[src/rtl/tlb_inv_walker.sv]
`default_nettype none
// ============================================================================
// Module   : tlb_inv_walker
// Function : INVTLB engine; walks every TLB entry and clears the matching ones.
// Options  : INVTLB_FAST_CLEAR_EN - op0/op1 clear the whole TLB in one cycle.
// Revision : 1.0 - initial release
// ============================================================================
module tlb_inv_walker #(
    parameter int TLBNUM = 32
) (
    input  logic                      clk,
    input  logic                      rst,
    input  logic                      inv_en_i,
    input  logic [4:0]                inv_op_i,
    input  logic [9:0]                inv_asid_i,
    input  logic [18:0]               inv_vppn_i,
    output logic                      stall_o,
    output logic                      done_o,
    output logic [$clog2(TLBNUM)-1:0] rd_idx_o,
    input  logic                      rd_e_i,
    input  logic                      rd_g_i,
    input  logic [9:0]                rd_asid_i,
    input  logic [18:0]               rd_vppn_i,
    input  logic [5:0]                rd_ps_i,
    output logic                      clr_we_o,
`ifdef INVTLB_FAST_CLEAR_EN
    output logic                      clr_all_o,
`endif
    output logic [$clog2(TLBNUM)-1:0] clr_idx_o
);

    localparam int IDX_W = $clog2(TLBNUM);
    localparam logic [IDX_W-1:0] LAST_IDX = IDX_W'(TLBNUM - 1);
    localparam logic [IDX_W-1:0] IDX_ONE  = IDX_W'(1);

    localparam logic [0:0] S_IDLE = 1'b0;
    localparam logic [0:0] S_WALK = 1'b1;

    localparam logic [4:0] OP_MAX_LEGAL = 5'd6;
    localparam logic [5:0] PS_4K        = 6'd12;
    localparam logic [5:0] PS_2M        = 6'd21;

    logic [0:0]       state_q, state_d;
    logic [IDX_W-1:0] idx_q,   idx_d;
    logic [2:0]       op_q,    op_d;
    logic [9:0]       asid_q,  asid_d;
    logic [18:0]      vppn_q,  vppn_d;

    logic w_walk;
    logic w_last;
    logic w_legal;
    logic w_fast_op;
    logic w_req;
    logic w_start;
    logic w_asid_eq;
    logic w_va_match;
    logic w_hit;

    assign w_walk  = (state_q == S_WALK);
    assign w_last  = w_walk && (idx_q == LAST_IDX);
    assign w_legal = (inv_op_i <= OP_MAX_LEGAL);

`ifdef INVTLB_FAST_CLEAR_EN
    assign w_fast_op = (inv_op_i <= 5'd1);
`else
    assign w_fast_op = 1'b0;
`endif

    // Requests arriving mid-walk are dropped; ctrl holds commit while stalled.
    assign w_req   = !w_walk && inv_en_i && w_legal;
    assign w_start = w_req && !w_fast_op;

    // A 2MB page only compares the VPPN bits above the large-page offset.
    always_comb begin
        w_va_match = 1'b0;
        if (rd_ps_i == PS_4K) begin
            w_va_match = (rd_vppn_i == vppn_q);
        end else if (rd_ps_i == PS_2M) begin
            w_va_match = (rd_vppn_i[18:9] == vppn_q[18:9]);
        end
    end

    assign w_asid_eq = (rd_asid_i == asid_q);

    always_comb begin
        w_hit = 1'b0;
        case (op_q)
            3'd0, 3'd1: w_hit = 1'b1;
            3'd2:       w_hit = rd_g_i;
            3'd3:       w_hit = !rd_g_i;
            3'd4:       w_hit = !rd_g_i && w_asid_eq;
            3'd5:       w_hit = !rd_g_i && w_asid_eq && w_va_match;
            3'd6:       w_hit = (rd_g_i || w_asid_eq) && w_va_match;
            default:    w_hit = 1'b0;
        endcase
    end

    always_comb begin
        state_d = state_q;
        idx_d   = idx_q;
        op_d    = op_q;
        asid_d  = asid_q;
        vppn_d  = vppn_q;
        if (w_start) begin
            state_d = S_WALK;
            idx_d   = '0;
            op_d    = inv_op_i[2:0];
            asid_d  = inv_asid_i;
            vppn_d  = inv_vppn_i;
        end else if (w_walk) begin
            idx_d = idx_q + IDX_ONE;
            if (w_last) begin
                state_d = S_IDLE;
            end
        end
    end

    always_ff @(posedge clk) begin
        if (rst) begin
            state_q <= S_IDLE;
            idx_q   <= '0;
            op_q    <= '0;
            asid_q  <= '0;
            vppn_q  <= '0;
        end else begin
            state_q <= state_d;
            idx_q   <= idx_d;
            op_q    <= op_d;
            asid_q  <= asid_d;
            vppn_q  <= vppn_d;
        end
    end

    // Outputs are forced quiet during reset so an aborted walk clears nothing more.
    assign stall_o   = !rst && (w_walk || w_start);
    assign done_o    = !rst && (w_last || (w_req && w_fast_op));
    assign clr_we_o  = !rst && w_walk && rd_e_i && w_hit;
    assign rd_idx_o  = (!rst && w_walk) ? idx_q : '0;
    assign clr_idx_o = (!rst && w_walk) ? idx_q : '0;

`ifdef INVTLB_FAST_CLEAR_EN
    assign clr_all_o = !rst && w_req && w_fast_op;
`endif

endmodule
`default_nettype wire
[config.mk]
export PLATFORM = sky130hd
export DESIGN_NAME = tlb_inv_walker
export DESIGN_NICKNAME = d
export VERILOG_FILES = /design/src/rtl/tlb_inv_walker.sv
export SDC_FILE = /design/constraint.sdc
export NUM_CORES = 1
export LEC_CHECK = 0
export BUFFER_PORTS_ARGS = -buffer_cell sky130_fd_sc_hd__buf_2
export CORE_ASPECT_RATIO = 0.7
export CORE_MARGIN = 4
export CORE_UTILIZATION = 50
export DETAILED_ROUTE_END_ITERATION = 8
export PLACE_DENSITY_LB_ADDON = 0.05
export SLEW_MARGIN = 20
export SYNTH_ARGS = -nofsm -noshare
export SYNTH_HDL_FRONTEND = slang
export SYNTH_SLANG_ARGS = --single-unit
export TNS_END_PERCENT = 100
[constraint.sdc]
create_clock -name clk -period 3 [get_ports clk]
set_input_delay 0.3 -clock clk [delete_from_list [all_inputs] [get_ports clk]]
set_output_delay 0.3 -clock clk [all_outputs]
set_load 0.03 [all_outputs]
==> reports/qor.yml <==
sta:
  fmax_ghz: 0.3932
  maxSlewViolCount: 0
  finalHoldViolCount: 0
  setup_tns_ns: 0
  rsz0062_at_grt: "no"
  finClkSkew_ns: 0.003632
  slew_headroom_pct: 67.21
  period_minus_slack_ns: 2.543
  setup_viol: 0
  fin_crit_sh_pct: 84.77
  worst_slew_pin_slew_ns: 0.4907
grt:
  grt.total_usage_pct: 19.22
  first_global_vias: 1648
  overflow: 0
  grt_pass1_wl_mm: 7.196
  antenna_found_initial: 0
  grt_max_degree: 40
clocking:
  max-clock-path-buffers: 2
  clkSlewWorstSetupHoldPaths_ns: 0.07
  cts_hold_buffers: 0
  cts_resized: 0
  cts_made_buffers: 5
  cts_setup_buffers: 0
  clock_latency_ns: 0.28
  clock_sinks: 38
  root_buffer: "clkbuf_8"
  cts_tree: "built"
  htree_num_levels: 2
setup_path:
  start_kind: "flop"
  cp_cell_sequence: "xor2_1, or4_4, nor4b_1, o211ai_1, o31ai_1, buf_2"
  required_ns: 2.70
  critPathMaxStageDelay_ns: 0.53
  cp_max_fo: 2
  crit_path_end_kind: "output port"
  arrival_ns: 2.24
  critPathKind: "flop to output port"
  path_delay_family: "simple AND/OR/NAND/NOR gates"
  slowest_stage: "or4_4"
  cp_num_buf_inv: 1
cells_and_area:
  fin_nets: 392
  final_cell_mix: "buf_2, nand2_1, dfxtp_1"
  final_cell_area_mm2: 0.002419
  drive_above_1_share_pct: 31.55
  syn2layout_area_growth_pct: 26.75
  multi_input_area_mm2: 0.001047
  antennaDiodeCount: 0
  nFillCells: 350
  seq_area_um2: 760.7
  mostFrequentLayoutCell: "buf_2"
synthesis:
  syn-cell-area_mm2: 0.001908
  synth_flop_cell: "dfxtp_1"
  syn_nets: 313
  yosysSeqAreaShare_pct: 39.87
  synthMuxAreaShare_pct: 1.049
  avgSynthCellArea_um2: 8.051
  synth_top_family_by_area: "simple AND/OR/NAND/NOR gates"
  synthAdderAreaFrac_pct: 1.311
  synth_compound_area_share_pct: 10.62
  synthXorXnorAreaFrac_pct: 15.15
  synthArstFlopShare_pct: 0
  synth_edf_count: 0
  synth_seq_cells: 38
  synthCells: 237
  synth.distinct_cells: 32
  synthSimpleGateAreaFrac_pct: 26.75
  yosysWarnings: 0
die:
  die-area_mm2: 0.004884
  num_rows: 18
  die_width_um: 81.84
  io_pins: 87
  die_y_um: 59.69
  core_area_mm2: 0.003603
  start_util_pct: 52.95
drt:
  firstDrtPassIters: 4
  vias_per_cell: 4.886
  via_count: 1793
  finalWirelength_mm: 4.432
  drc_errors: 0
  drt-initial-drc-count: 72
  final_antenna_net_count: 0
  wl_per_cell_um: 12.08
power_and_ir_drop:
  irDropWorstVdd_uv: 267.5
  leakagePower_uw: 0.001022
  p_per_area_mw_per_mm2: 422.7
flow_run:
  cap_violations: 0
run_status:
  outcome: "finished clean"
place:
  gp_congestion: 0.7409
  portBuffers: 86
  placed_area_mm2: 0.002327
  dp_hpwl_mm: 3.327
min_path:
  min_path_type: "input pin to flop"
## area by class of cell
type / count / share of cell area (%)
multi-input combinational: 181 / 43.30
sequential: 38 / 31.45
timing repair buffer: 89 / 18.73
clock buffer: 7 / 3.570
tap: 50 / 2.587
clock inverter: 1 / 0.2069
inverter: 1 / 0.1552
## cell usage after synthesis (2+ instances only)
library cell	count	area [um2]
nand2_1	67	251.5
dfxtp_1	38	760.7
a21oi_1	33	165.2
xnor2_1	22	192.7
xor2_1	11	96.34
buf_4	8	60.06
and2_1	7	43.79
clkbuf_1	7	26.28
nor3_1	6	30.03
nand3_1	4	20.02
nand4_1	4	25.02
nor2_1	3	11.26
buf_2	2	10.01
ha_1	2	25.02
mux2i_1	2	20.02
nand2b_1	2	12.51
nor3b_1	2	15.01
nor4_1	2	12.51
o211ai_1	2	15.01
## sequential cells by signal (all words and copies together) (netlist names)
register and cells:
vppn_q 19, asid_q 10, idx_q 5, op_q 3, state_q 1
## power breakdown
part / switching (uW) / total, uW / internal (uW)
combinational: 65.6 / 138 / 72.1
clock: 167 / 352 / 185
sequential: 12.7 / 532 / 520
total: 245 / 1020 / 777
## cell families after synthesis
| logic type | count (synthesis) |
|---|---|
| compound gates | 38 |
| buf+inv | 18 |
| simple gates | 106 |
| mux | 2 |
| fa+ha+maj | 2 |
| flops | 38 |
| xor+xnor | 33 |
## per-stage QoR
stage               power (uW)  instances  setup slack (ns)  hold slack, ns  util [%]
floorplan                616.3        237            0.7341          0.4360         -
CTS                       1039        367            0.4646          0.2403     67.12
global placement         681.0        359            0.7774          0.4558     64.58
finish                    1022        367            0.4570          0.2495     67.12
global route              1081        367            0.3664          0.2386     67.12
detailed placement       682.2        359            0.7165          0.4604     64.58
## worst paths after layout
check                                        startpoint                      end  slack (ns)  cells past startpoint
worst max-delay path             asid_q[8]$_SDFFE_PP0P_                 clr_we_o        0.46                      6
worst min-delay path                      inv_vppn_i[9]   vppn_q[9]$_SDFFE_PP0P_        0.25                      3
worst max register to register       state_q$_SDFF_PP0_  vppn_q[13]$_SDFFE_PP0P_        1.17                      5
worst min register to register  vppn_q[12]$_SDFFE_PP0P_  vppn_q[12]$_SDFFE_PP0P_        0.47                      2
## layer usage
metal	routed length [um]	part of all wire (%)	vias to the layer above	global-route usage, %
met4	31	0.70	0	4.265
met1	2064	47	784	25.09
met2	1909	43	63	30.72
met3	425	9.6	5	6.777
met5	0	0	-	0
li1	-	-	941	-
## worst register-to-register path, stage by stage (launching register included)
cell	delay (ns)
dfxtp_1	0.42
nor4b_2	0.34
and2_1	0.38
buf_4	0.37
nand2_1	0.10
a21oi_1	0.14
No activity file was read; power rests on OpenSTA's default activity.
